$ cat src/rtl/pc_sequencer_pkg.sv
// Shared definitions for the PC sequencer slice: RV32 base opcodes, FSM state type and
// the default instruction length. Optional feature macro: PC_MISALIGN_TRAP_EN adds StTrap.
package pc_sequencer_pkg;

    // RV32 base opcode field values (inst[6:0])
    localparam logic [6:0] OPC_R  = 7'b0110011;  // OP
    localparam logic [6:0] OPC_I1 = 7'b0010011;  // OP-IMM
    localparam logic [6:0] OPC_I2 = 7'b0000011;  // LOAD
    localparam logic [6:0] OPC_I3 = 7'b1100111;  // JALR
    localparam logic [6:0] OPC_S  = 7'b0100011;  // STORE
    localparam logic [6:0] OPC_U1 = 7'b0110111;  // LUI
    localparam logic [6:0] OPC_U2 = 7'b0010111;  // AUIPC
    localparam logic [6:0] OPC_B  = 7'b1100011;  // BRANCH
    localparam logic [6:0] OPC_J  = 7'b1101111;  // JAL

    localparam int unsigned ILEN_DEFAULT = 4;

    typedef enum logic [1:0] {
        StBoot = 2'b00,
        StRun  = 2'b01,
        StHalt = 2'b10
`ifdef PC_MISALIGN_TRAP_EN
        ,
        StTrap = 2'b11
`endif
    } pcState_e;

endpackage

$ cat src/rtl/pc_target_calc.sv
// Redirect target calculation: relative (pc + offset) or absolute with bit 0 cleared,
// plus a flag for a target that is not 4-byte aligned.
module pc_target_calc #(
    parameter int unsigned XLEN = 32
) (
    input  logic [XLEN-1:0] iPC,
    input  logic            iRel,
    input  logic [XLEN-1:0] iTarget,
    output logic [XLEN-1:0] oTarget,
    output logic            oMisalign
);

    // Select relative/absolute target; absolute form drops bit 0 like JALR
    always_comb begin
        oTarget   = iRel ? (iPC + iTarget) : {iTarget[XLEN-1:1], 1'b0};
        oMisalign = |oTarget[1:0];
    end

endmodule

$ cat src/rtl/pc_sequencer.sv
// Program counter sequencer: BOOT -> RUN -> HALT, with sequential advance, stall and
// branch/jump redirect. Optional feature macro: PC_MISALIGN_TRAP_EN (misaligned redirect
// targets go through a one-cycle TRAP state to TRAP_VECTOR instead of being force-aligned).
module pc_sequencer
    import pc_sequencer_pkg::*;
#(
    parameter int unsigned     XLEN         = 32,
    parameter logic [XLEN-1:0] RESET_VECTOR = '0,
    parameter int unsigned     ILEN_BYTES   = ILEN_DEFAULT,
    parameter logic [XLEN-1:0] TRAP_VECTOR  = XLEN'('h100)
) (
    input  logic            iCLK,
    input  logic            iRST,
    input  logic            iFetchReady,
    input  logic            iStall,
    input  logic            iRedirValid,
    input  logic            iRedirRel,
    input  logic [XLEN-1:0] iRedirTarget,
    input  logic            iHalt,
    output logic [XLEN-1:0] oPC,
    output logic            oPCValid,
    output logic [XLEN-1:0] oFetchCount,
    output logic            oHalted,
    output logic            oMisalign
);

    pcState_e        stateQ;
    logic [XLEN-1:0] pcQ;
    logic [XLEN-1:0] countQ;
    logic [XLEN-1:0] calcTarget;
    logic            calcMisalign;
    logic            fetchAccept;

    pc_target_calc #(
        .XLEN (XLEN)
    ) uTargetCalc (
        .iPC       (pcQ),
        .iRel      (iRedirRel),
        .iTarget   (iRedirTarget),
        .oTarget   (calcTarget),
        .oMisalign (calcMisalign)
    );

    // Fetch handshake; valid only in RUN so BOOT/HALT/TRAP never count
    always_comb begin
        fetchAccept = oPCValid & iFetchReady & ~iStall;
    end

    // Sequencer FSM with registered PC and fetch counter; halt > redirect > stall > advance
    always_ff @(posedge iCLK or negedge iRST) begin
        if (!iRST) begin
            stateQ <= StBoot;
            pcQ    <= RESET_VECTOR;
            countQ <= '0;
        end else begin
            unique case (stateQ)
                StBoot: stateQ <= StRun;
                StRun: begin
                    if (iHalt) begin
                        stateQ <= StHalt;
                    end else if (iRedirValid) begin
                        if (fetchAccept) countQ <= countQ + XLEN'(1);
`ifdef PC_MISALIGN_TRAP_EN
                        if (calcMisalign) begin
                            stateQ <= StTrap;
                            pcQ    <= TRAP_VECTOR;
                        end else begin
                            pcQ <= calcTarget;
                        end
`else
                        pcQ <= {calcTarget[XLEN-1:2], 2'b00};
`endif
                    end else if (fetchAccept) begin
                        pcQ    <= pcQ + XLEN'(ILEN_BYTES);
                        countQ <= countQ + XLEN'(1);
                    end
                end
                StHalt: stateQ <= StHalt;
`ifdef PC_MISALIGN_TRAP_EN
                StTrap: stateQ <= StRun;
`endif
                default: stateQ <= StBoot;
            endcase
        end
    end

    // Status outputs decoded from state only
    always_comb begin
        oPC         = pcQ;
        oFetchCount = countQ;
        oPCValid    = (stateQ == StRun);
        oHalted     = (stateQ == StHalt);
`ifdef PC_MISALIGN_TRAP_EN
        oMisalign   = (stateQ == StTrap);
`else
        oMisalign   = 1'b0;
`endif
    end

`ifndef PC_MISALIGN_TRAP_EN
    // Low target bits and the misalign flag are deliberately dropped in the force-align build
    logic unusedTargetBits;
    assign unusedTargetBits = ^{calcTarget[1:0], calcMisalign};
`endif

endmodule

$ cat config.mk
export PLATFORM = sky130hd
export DESIGN_NAME = pc_sequencer
export DESIGN_NICKNAME = d
export VERILOG_FILES = /design/src/rtl/pc_sequencer_pkg.sv /design/src/rtl/pc_target_calc.sv /design/src/rtl/pc_sequencer.sv
export SDC_FILE = /design/constraint.sdc
export NUM_CORES = 1
export LEC_CHECK = 0
export ABC_AREA = 1
export CORE_MARGIN = 2
export CORE_UTILIZATION = 59
export DETAILED_ROUTE_END_ITERATION = 8
export GPL_ROUTABILITY_DRIVEN = 0
export PLACE_DENSITY_LB_ADDON = 0.15
export SLEW_MARGIN = 0
export SYNTH_ARGS = -nofsm -noshare
export SYNTH_HDL_FRONTEND = slang
export SYNTH_SLANG_ARGS = --single-unit
export TNS_END_PERCENT = 20
$ cat constraint.sdc
create_clock -name iCLK -period 3.6 [get_ports iCLK]
set_clock_uncertainty 0.1 [all_clocks]
set_input_delay 0.9 -clock iCLK [delete_from_list [all_inputs] [get_ports iCLK]]
set_output_delay 0.9 -clock iCLK [all_outputs]
set_load 0.05 [all_outputs]
==> metrics.csv <==
metric,value,unit
status,"finished, final reports clean",
yosys_register_bits,64,
cts_made_buffers,9,
cts_resized,0,
dieArea,0.01127,mm²
diodes,0,
cp_slowest_cell,clkdlybuf4s50_1,
cts_hold_buffers,0,
die_x,106.2,µm
crit_required,3690,ps
synth_area_leaders,"dfrtp_1, nand2_1, nor2_1",
max_freq,334.5,MHz
setup_viol,0,
num_rows,37,
synth_top_area_share,26.01,%
synth.avg_cell_area,6.202,µm²
power_density,733.5,mW/mm²
yosysTopAreaCell,dfrtp_1,
wl,17240,µm
maxCapViolCount,0,
peakVddDrop,0.7666,mV
wl_per_cell,14.00,µm
initial_core_util,60.19,%
setup_tns,0,ps
areaGrowthSynthToFinish,21.33,%
synth_edf_count,0,
synth-main-ff-cell,dfrtp_1,
crit_type,in -> reg,
htreeDepth,3,
worst_setup_path_start_kind,input port,
r2r_cells,8,
hold_viol,0,
fp.coreArea,0.01023,mm²
overflow,0,
finalMaxSlewViolations,0,
die_h,106.2,µm
grt_pass1_wl,28170,µm
antenna_left,0,
grt_use_total,31.35,%
grt_pass1_vias,5780,
place_inst,1216,
worst-endpoint-arrival,3080,ps
worstSkewPairLatency,340,ps
maxSlewHeadroom,46.02,%
hpwl,13570,µm
critPathMaxStageDelay,450,ps
io_pins,106,
p_leak,3.907,nW
holdPathStages,1,
hold_class,reg -> reg,
path_max_fanout,4,
vias,6631,
crit_path_end_kind,flip-flop,
drtPass1Iterations,6,
clkTransAtPathRegs,70,ps
port_buffers,100,
cts_num_sinks,64,
min_period,2989,ps
max_slew.worst_pin.slew,809.8,ps
syn_area,0.006158,mm²
clk_path_buf_depth,2,
final_layout_size_suffix_gt1_share,3.741,%
ys.warnings.count,0,
ys_types,39,
netlist_instances,993,
vias_per_cell,5.382,
clockRootBuffer,clkbuf_8,
final_nets,1164,
antenna_found_initial,0,
rsz0062_at_grt,false,
grt_max_degree,65,
timing.critical_path.mode_cell,o21ai_0,
drt_iter0_drc,547,
tritoncts,built,
yosysSeqAreaShare,26.01,%
route.detailed.drc,0,
async_flop_share,100.0,%
cts_setup_buffers,0,
path_cells,clkdlybuf4s50_1 -> ha_1 -> a21oi_1 -> o21ai_0 -> inv_1 -> nand3_1 -> xor2_1 -> o21ai_0 -> a22oi_1,
final_cells,1232,
finalCritPeriodShare,83.04,%
## Yosys cell counts, drive strengths merged (5+ instances only)
cell	number
nand2	288
a31oi	5
nand4	14
nor2	158
clkbuf	16
o21bai	5
ha	34
xnor2	18
buf	6
o21ai	32
a21oi	67
xor2	40
inv	135
nand3	58
dfrtp	64
nor3	30
a22oi	5
## through the flow
step / utilization (%) / hold slack, ps / area (µm²) / worst slack, ps / power, W
after floorplan: - / 428.3 / 6166 / 1071 / 0.003789
after global placement: 71.20 / 360.1 / 7284 / 331.8 / 0.004780
after detailed placement: 71.20 / 361.9 / 7284 / 297.4 / 0.004827
after CTS: 73.03 / 376.0 / 7472 / 645.5 / 0.005443
after global routing: 73.03 / 396.3 / 7472 / 372.3 / 0.005932
final: 73.03 / 368.9 / 7472 / 610.6 / 0.005481
## worst max-delay path: cells and delay by family
family / cells / cell delay, ps
AOI/OAI and AO/OA: 4 / 910
buffers and inverters: 2 / 540
adders and majority gates: 1 / 370
xor gates and xnor gates: 1 / 190
and+or+nand+nor: 1 / 170
## report_power, final
part	internal (W)	switching, W
logic	0.00123	0.00235
registers	0.000903	0.000391
clock network	0.000316	0.000284
## metal layers
layer | GRT usage (%) | wire length, µm | up-vias
li1 | - | - | 3351
met1 | 45.24 | 7541 | 2936
met2 | 48.12 | 7557 | 307
met3 | 5.702 | 1697 | 37
met4 | 8.835 | 445 | 0
met5 | 0 | 0 | -
## placed cells by master (no fill, tap or decap), types with 14 or more instances in the layout
| cell | instances |
|---|---|
| nand2_1 | 286 |
| nand4_1 | 14 |
| dfrtp_1 | 64 |
| clkdlybuf4s50_1 | 98 |
| nor3_1 | 26 |
| o21ai_0 | 32 |
| ha_1 | 34 |
| xor2_1 | 40 |
| nand3_1 | 56 |
| xnor2_1 | 18 |
| nor2_1 | 153 |
| inv_1 | 133 |
| a21oi_1 | 67 |
## path summary, 6_finish.rpt
path	from	to	slack [ps]
worst max register to register	oPC[11]	oPC[12]	1160
worst max-delay path	iRedirTarget[11]	oPC[12]	610
worst min-delay path	oFetchCount[31]	oFetchCount[31]	370
min in group asynchronous	iRST	oPC[7]	630
max in group asynchronous	iRST	oPC[29]	2230
worst min register to register	oFetchCount[31]	oFetchCount[31]	370
## sequential cells by signal, summed over array words and instances (netlist names)
name	cells
oFetchCount	32
oPC	30
stateQ	2
## cells by family after synthesis
logic type	after synthesis	share of synthesized area [%]
compound gates	119	10.34
xor+xnor	58	8.249
fa+ha+maj	34	6.908
buf+inv	158	9.854
flops	64	26.01
other cells	1	0.06089
simple gates	559	38.58
## cell type report
type | instances | area, µm²
fillers | 885 | 2759
inverters | 136 | 511.7
clock buffers | 10 | 127.6
clock inverters | 6 | 60.06
multi-input cells | 773 | 3958
flip-flops and latches | 64 | 1602
well taps | 136 | 170.2
repair buffers | 107 | 1044
No activity file was read; power rests on OpenSTA's default activity.
==> patch 1: new RTL, same flow settings <==
`XLEN` is set to 32 in 2 places; all go to 48.
--- a/src/rtl/pc_target_calc.sv
+++ b/src/rtl/pc_target_calc.sv
@@ -1,7 +1,7 @@
 // Redirect target calculation: relative (pc + offset) or absolute with bit 0 cleared,
 // plus a flag for a target that is not 4-byte aligned.
 module pc_target_calc #(
-    parameter int unsigned XLEN = 32
+    parameter int unsigned XLEN = 48
 ) (
     input  logic [XLEN-1:0] iPC,
     input  logic            iRel,
--- a/src/rtl/pc_sequencer.sv
+++ b/src/rtl/pc_sequencer.sv
@@ -4,7 +4,7 @@
 module pc_sequencer
     import pc_sequencer_pkg::*;
 #(
-    parameter int unsigned     XLEN         = 32,
+    parameter int unsigned     XLEN         = 48,
     parameter logic [XLEN-1:0] RESET_VECTOR = '0,
     parameter int unsigned     ILEN_BYTES   = ILEN_DEFAULT,
     parameter logic [XLEN-1:0] TRAP_VECTOR  = XLEN'('h100)
Interface: changed (resized iRedirTarget, oFetchCount and oPC); port bits go from 106 to 154. The function was not compared with the original's and may differ.
==> patch 1 against the original RTL <==
Synthesized area is 70% higher. Synthesized cell count is 82% higher. Cell area is 67% higher. Cell count is 77% higher. Utilization is 0.84 points lower. Critical path type unchanged. Total power is 76% higher. Routed wire length is 110% higher. Setup slack worse by 490 ps. Sequential cell count is 32 higher.
==> patch 1: results (changes against the original RTL) <==
first-pass GRT wire length 56,300 um (was 28,200 um); Fillers 1,572 (was 885); total global-route track usage 39.0% (was 31.3%); VDD IR max 746 uV (was 767 uV); routed length on met3 4490 um (was 1700 um); Overall Power 9.65 mW (was 5.48 mW); drt pass-1 iters 7 (was 6); cells on worst reg2reg path 11 (was 8); Buffers on Ports 148 (was 100); final layout net count 2,054 (was 1,164); worst-skew pair later-pin latency 370 ps (was 340 ps); # placed instances 2,163 (was 1,216); met1 WL 14,800 um (was 7540 um); Static Leak 6.44 nW (was 3.91 nW); Largest register FFs 48 (was 32); routed vias/inst 5.66 (was 5.38); drt wl/cell 16.7 um (was 14.0 um); Vias 12,300 (was 6,631); Reg2Reg Capture Point oPC[47]$_DFFE_PN0P_ (was oPC[12]$_DFFE_PN0P_); status finished, final reports clean (unchanged); share of cells above drive strength 1 2.81% (was 3.74%); Hold Path Sink oFetchCount[47]$_DFFE_PN0P_ (was oFetchCount[31]$_DFFE_PN0P_); vias in the first global route 11,000 (was 5,780); post-synthesis sequential area ratio 23.0% (was 26.0%); met2 WL 15,300 um (was 7560 um); largest net degree at the start of global routing 87 (was 65); starting DRC count in detailed routing 1,514 (was 547)
## patch 1: cell types whose count changed after synthesis, moves of 32 or more
cell,before,now
inv_1,133,289
nand3_1,56,98
nand2_1,286,588
dfrtp_1,64,96
a21oi_1,67,107
nor2_1,153,298
## patch 1: power breakdown
group / internal, mW / switching, mW
Clock: 0.550 / 0.482
Combinational: 2.13 / 4.42
Sequential: 1.39 / 0.671
## patch 1: logic make-up after synthesis
| family | Yosys count | share of synthesized area, % |
|---|---|---|
| compound gates | 167 | 8.44 |
| xor+xnor | 95 | 7.96 |
| fa+ha+maj | 50 | 5.99 |
| buf+inv | 325 | 11.8 |
| flops | 96 | 23.0 |
| other cells | 1 | 0.0359 |
| simple gates | 1077 | 42.8 |
## patch 1: area by class of cell
class                   instances  share of cell area, %
clock buffers                  10                   1.83
repair buffers                158                   12.6
well taps                     225                   2.25
multi-input cells            1392                   54.7
clock inverters                 6                  0.591
flip-flops and latches         96                   19.2
inverters                     292                   8.79
## patch 1: metrics by stage
step	setup WS (ps)	hold slack, ps
6_report	120	390
5_1_grt	74.4	419
4_1_cts	573	397
3_5_place_dp	200	388
3_3_place_gp	248	359
2_1_floorplan	1070	452
## patch 1: worst max-delay path, cell delays in order
cell	delay [ps]
clkdlybuf4s50_1	460
ha_1	540
nand2_1	170
nor2_1	200
inv_1	60
nor2_1	490
a21oi_1	380
nand3_1	180
nand2_1	60
nand3_1	60
nand2_1	70
a21oi_1	120
## patch 1: layer usage
metal	vias to the layer above	global-route usage, %
met5	-	0
met4	0	19.2
met3	133	8.74
met2	809	57.7
met1	5498	53.4
li1	5898	-
==> patch 2: new RTL, same settings <==
Without the edit above. Add an input register stage for `iRedirTarget`, cleared by the reset; this delays it by one clock. The other inputs are not delayed to match.
--- a/src/rtl/pc_sequencer.sv
+++ b/src/rtl/pc_sequencer.sv
@@ -24,6 +24,16 @@
     output logic            oMisalign
 );
 
+    logic [XLEN-1:0] iRedirTarget_q;
+
+    always_ff @(posedge iCLK or negedge iRST) begin
+        if (!iRST) begin
+            iRedirTarget_q <= '0;
+        end else begin
+            iRedirTarget_q <= iRedirTarget;
+        end
+    end
+
     pcState_e        stateQ;
     logic [XLEN-1:0] pcQ;
     logic [XLEN-1:0] countQ;
@@ -36,7 +46,7 @@
     ) uTargetCalc (
         .iPC       (pcQ),
         .iRel      (iRedirRel),
-        .iTarget   (iRedirTarget),
+        .iTarget   (iRedirTarget_q),
         .oTarget   (calcTarget),
         .oMisalign (calcMisalign)
     );
Function: changed (Yosys sat finds a counterexample within 4 cycles, from zero or initial values and one cycle with iRST low).
==> patch 2 against the original RTL <==
Sequential power rose by 33%. Synthesized cell count rose by 1.7%. Count of clock-buffer cells in the layout rose by 1. Routed wire length rose by 8.9%. Worst hold slack improved by 6.9 ps. Total power rose by 18%. Largest power group unchanged. Setup slack improved by 130 ps. Sequential cell count rose by 30. Cell area rose by 13%. Synthesized area rose by 12%.
==> patch 2: results (changes against the original RTL) <==
post-synthesis sequential area ratio 34.0% (was 26.0%); CP Data Arrival Time 1860 ps (was 3080 ps); synth cell count leaders nand2_1 (283), nor2_1 (145), inv_1 (124) (was nand2_1 (286), nor2_1 (153), inv_1 (133)); Hold Path Sink oFetchCount[31]$_DFFE_PN0P_ (unchanged); vias in the first global route 6,587 (was 5,780); drt total wl 18,800 um (was 17,200 um); detailed placer's ending HPWL 14,300 um (was 13,600 um); worst setup path start stateQ[1]$_DFFE_PN0P_ (was iRedirTarget[11]); synth warn 0 (unchanged); largest net degree at the start of global routing 51 (was 65); CTS buffer count 9 (unchanged); sw frac 50.7% (was 55.3%); Largest register FFs 32 (unchanged); Crit Path Max Fanout 3 (was 4); setup ws final 742 ps (was 611 ps); first-pass GRT wire length 31,200 um (was 28,200 um); Static Leak 4.29 nW (was 3.91 nW); VDD IR max 563 uV (was 767 uV); total global-route track usage 30.7% (was 31.3%); share of cells above drive strength 1 4.14% (was 3.74%); Cell variety after synth 45 (was 39); Crit Reg-Reg Startpoint oPC[4]$_DFFE_PN0P_ (was oPC[11]$_DFFE_PN0P_); fin cells 1,255 (was 1,232); CTS root buf clkbuf_16 (was clkbuf_8); status finished, final reports clean (unchanged); Setup crit end oPCValid (was oPC[12]$_DFFE_PN0P_); ranking of synthesized cells by area dfrtp_1 (34%), nand2_1 (15%), nor2_1 (7.9%) (was dfrtp_1 (26%), nand2_1 (17%), nor2_1 (9.3%)); worst-skew pair later-pin latency 350 ps; worst slew pin tran 574 ps (was 810 ps); routed vias/inst 5.53 (was 5.38); placement-stage cell area 8070 sq um (was 7280 sq um); Largest delay share family, worst path buffers and inverters (was compound AO/OA/AOI/OAI gates); ys flop type dfrtp_1 (unchanged); FF-to-FF setup slack 1020 ps (was 1160 ps); starting DRC count in detailed routing 586 (was 547); cells on worst reg2reg path 10 (was 8); final layout net count 1,180 (was 1,164); Reg2Reg Capture Point oPC[13]$_DFFE_PN0P_ (was oPC[12]$_DFFE_PN0P_); drt pass-1 iters 5 (was 6); hold_ws 376 ps (was 369 ps); n_diodes 0 (unchanged); Buffers on Ports 100 (unchanged); CP max stage delay 820 ps (was 450 ps); Mapped Cells 1,010 (was 993); Worst Hold Launch oFetchCount[31]$_DFFE_PN0P_ (unchanged); Setup WS pre-CTS 635 ps (was 297 ps)
## patch 2: cell types whose count changed in the layout (fill, tap and decap cells not counted), moves of 3 or more
cell       delta
inv_1         -9
nor2_4        +3
o21ai_0       -3
clkbuf_16     +9
xor2_1        +5
dfrtp_1      +30
clkbuf_8      -7
nor3_1        -6
clkinv_2      -3
nor2_1        -8
nor4_1        +3
nand3_2       +3
nand2_1       -3
## patch 2: cells by family after synthesis
kind of cell | after synthesis | synth area share (%)
buffers and inverters | 149 | 8.28
AOI/OAI and AO/OA | 118 | 9.20
other | 1 | 0.0542
xor gates and xnor gates | 61 | 7.72
adders and majority gates | 34 | 6.14
and+or+nand+nor | 553 | 34.6
DFF | 94 | 34.0
## patch 2: layout make-up
type / count / area, sq um
repair buffers: 106 / 1060
flip-flops and latches: 94 / 2350
multi-input cells: 769 / 4010
well taps: 143 / 179
fillers: 967 / 3010
clock buffers: 11 / 253
clock inverters: 5 / 81.3
inverters: 127 / 477
## patch 2: per-layer routing
layer  share of wire, %  vias up  global-route usage [%]
met5                  0        -                       0
met4                3.5        0                    13.7
met3                8.8       48                    5.51
met2                 46      295                    49.3
met1                 42     3182                    40.9
li1                   -     3409                       -
## patch 2: worst reg2reg max path, delay by kind of cell, from the launching register on
| kind | cells | cell delay [ps] |
|---|---|---|
| AOI/OAI and AO/OA | 1 | 260 |
| xor gates and xnor gates | 1 | 210 |
| adders and majority gates | 1 | 410 |
| DFF | 1 | 500 |
| and+or+nand+nor | 7 | 1000 |
## patch 2: power groups by stage
stage                     Sequential, mW  Clock (mW)  Combinational, mW
after floorplan                     2.19           0               2.09
after global placement              1.70           0               3.58
after detailed placement            1.71           0               3.65
after CTS                           1.69        1.06               3.68
after global routing                1.73        1.11               4.10
final                               1.71        1.05               3.72
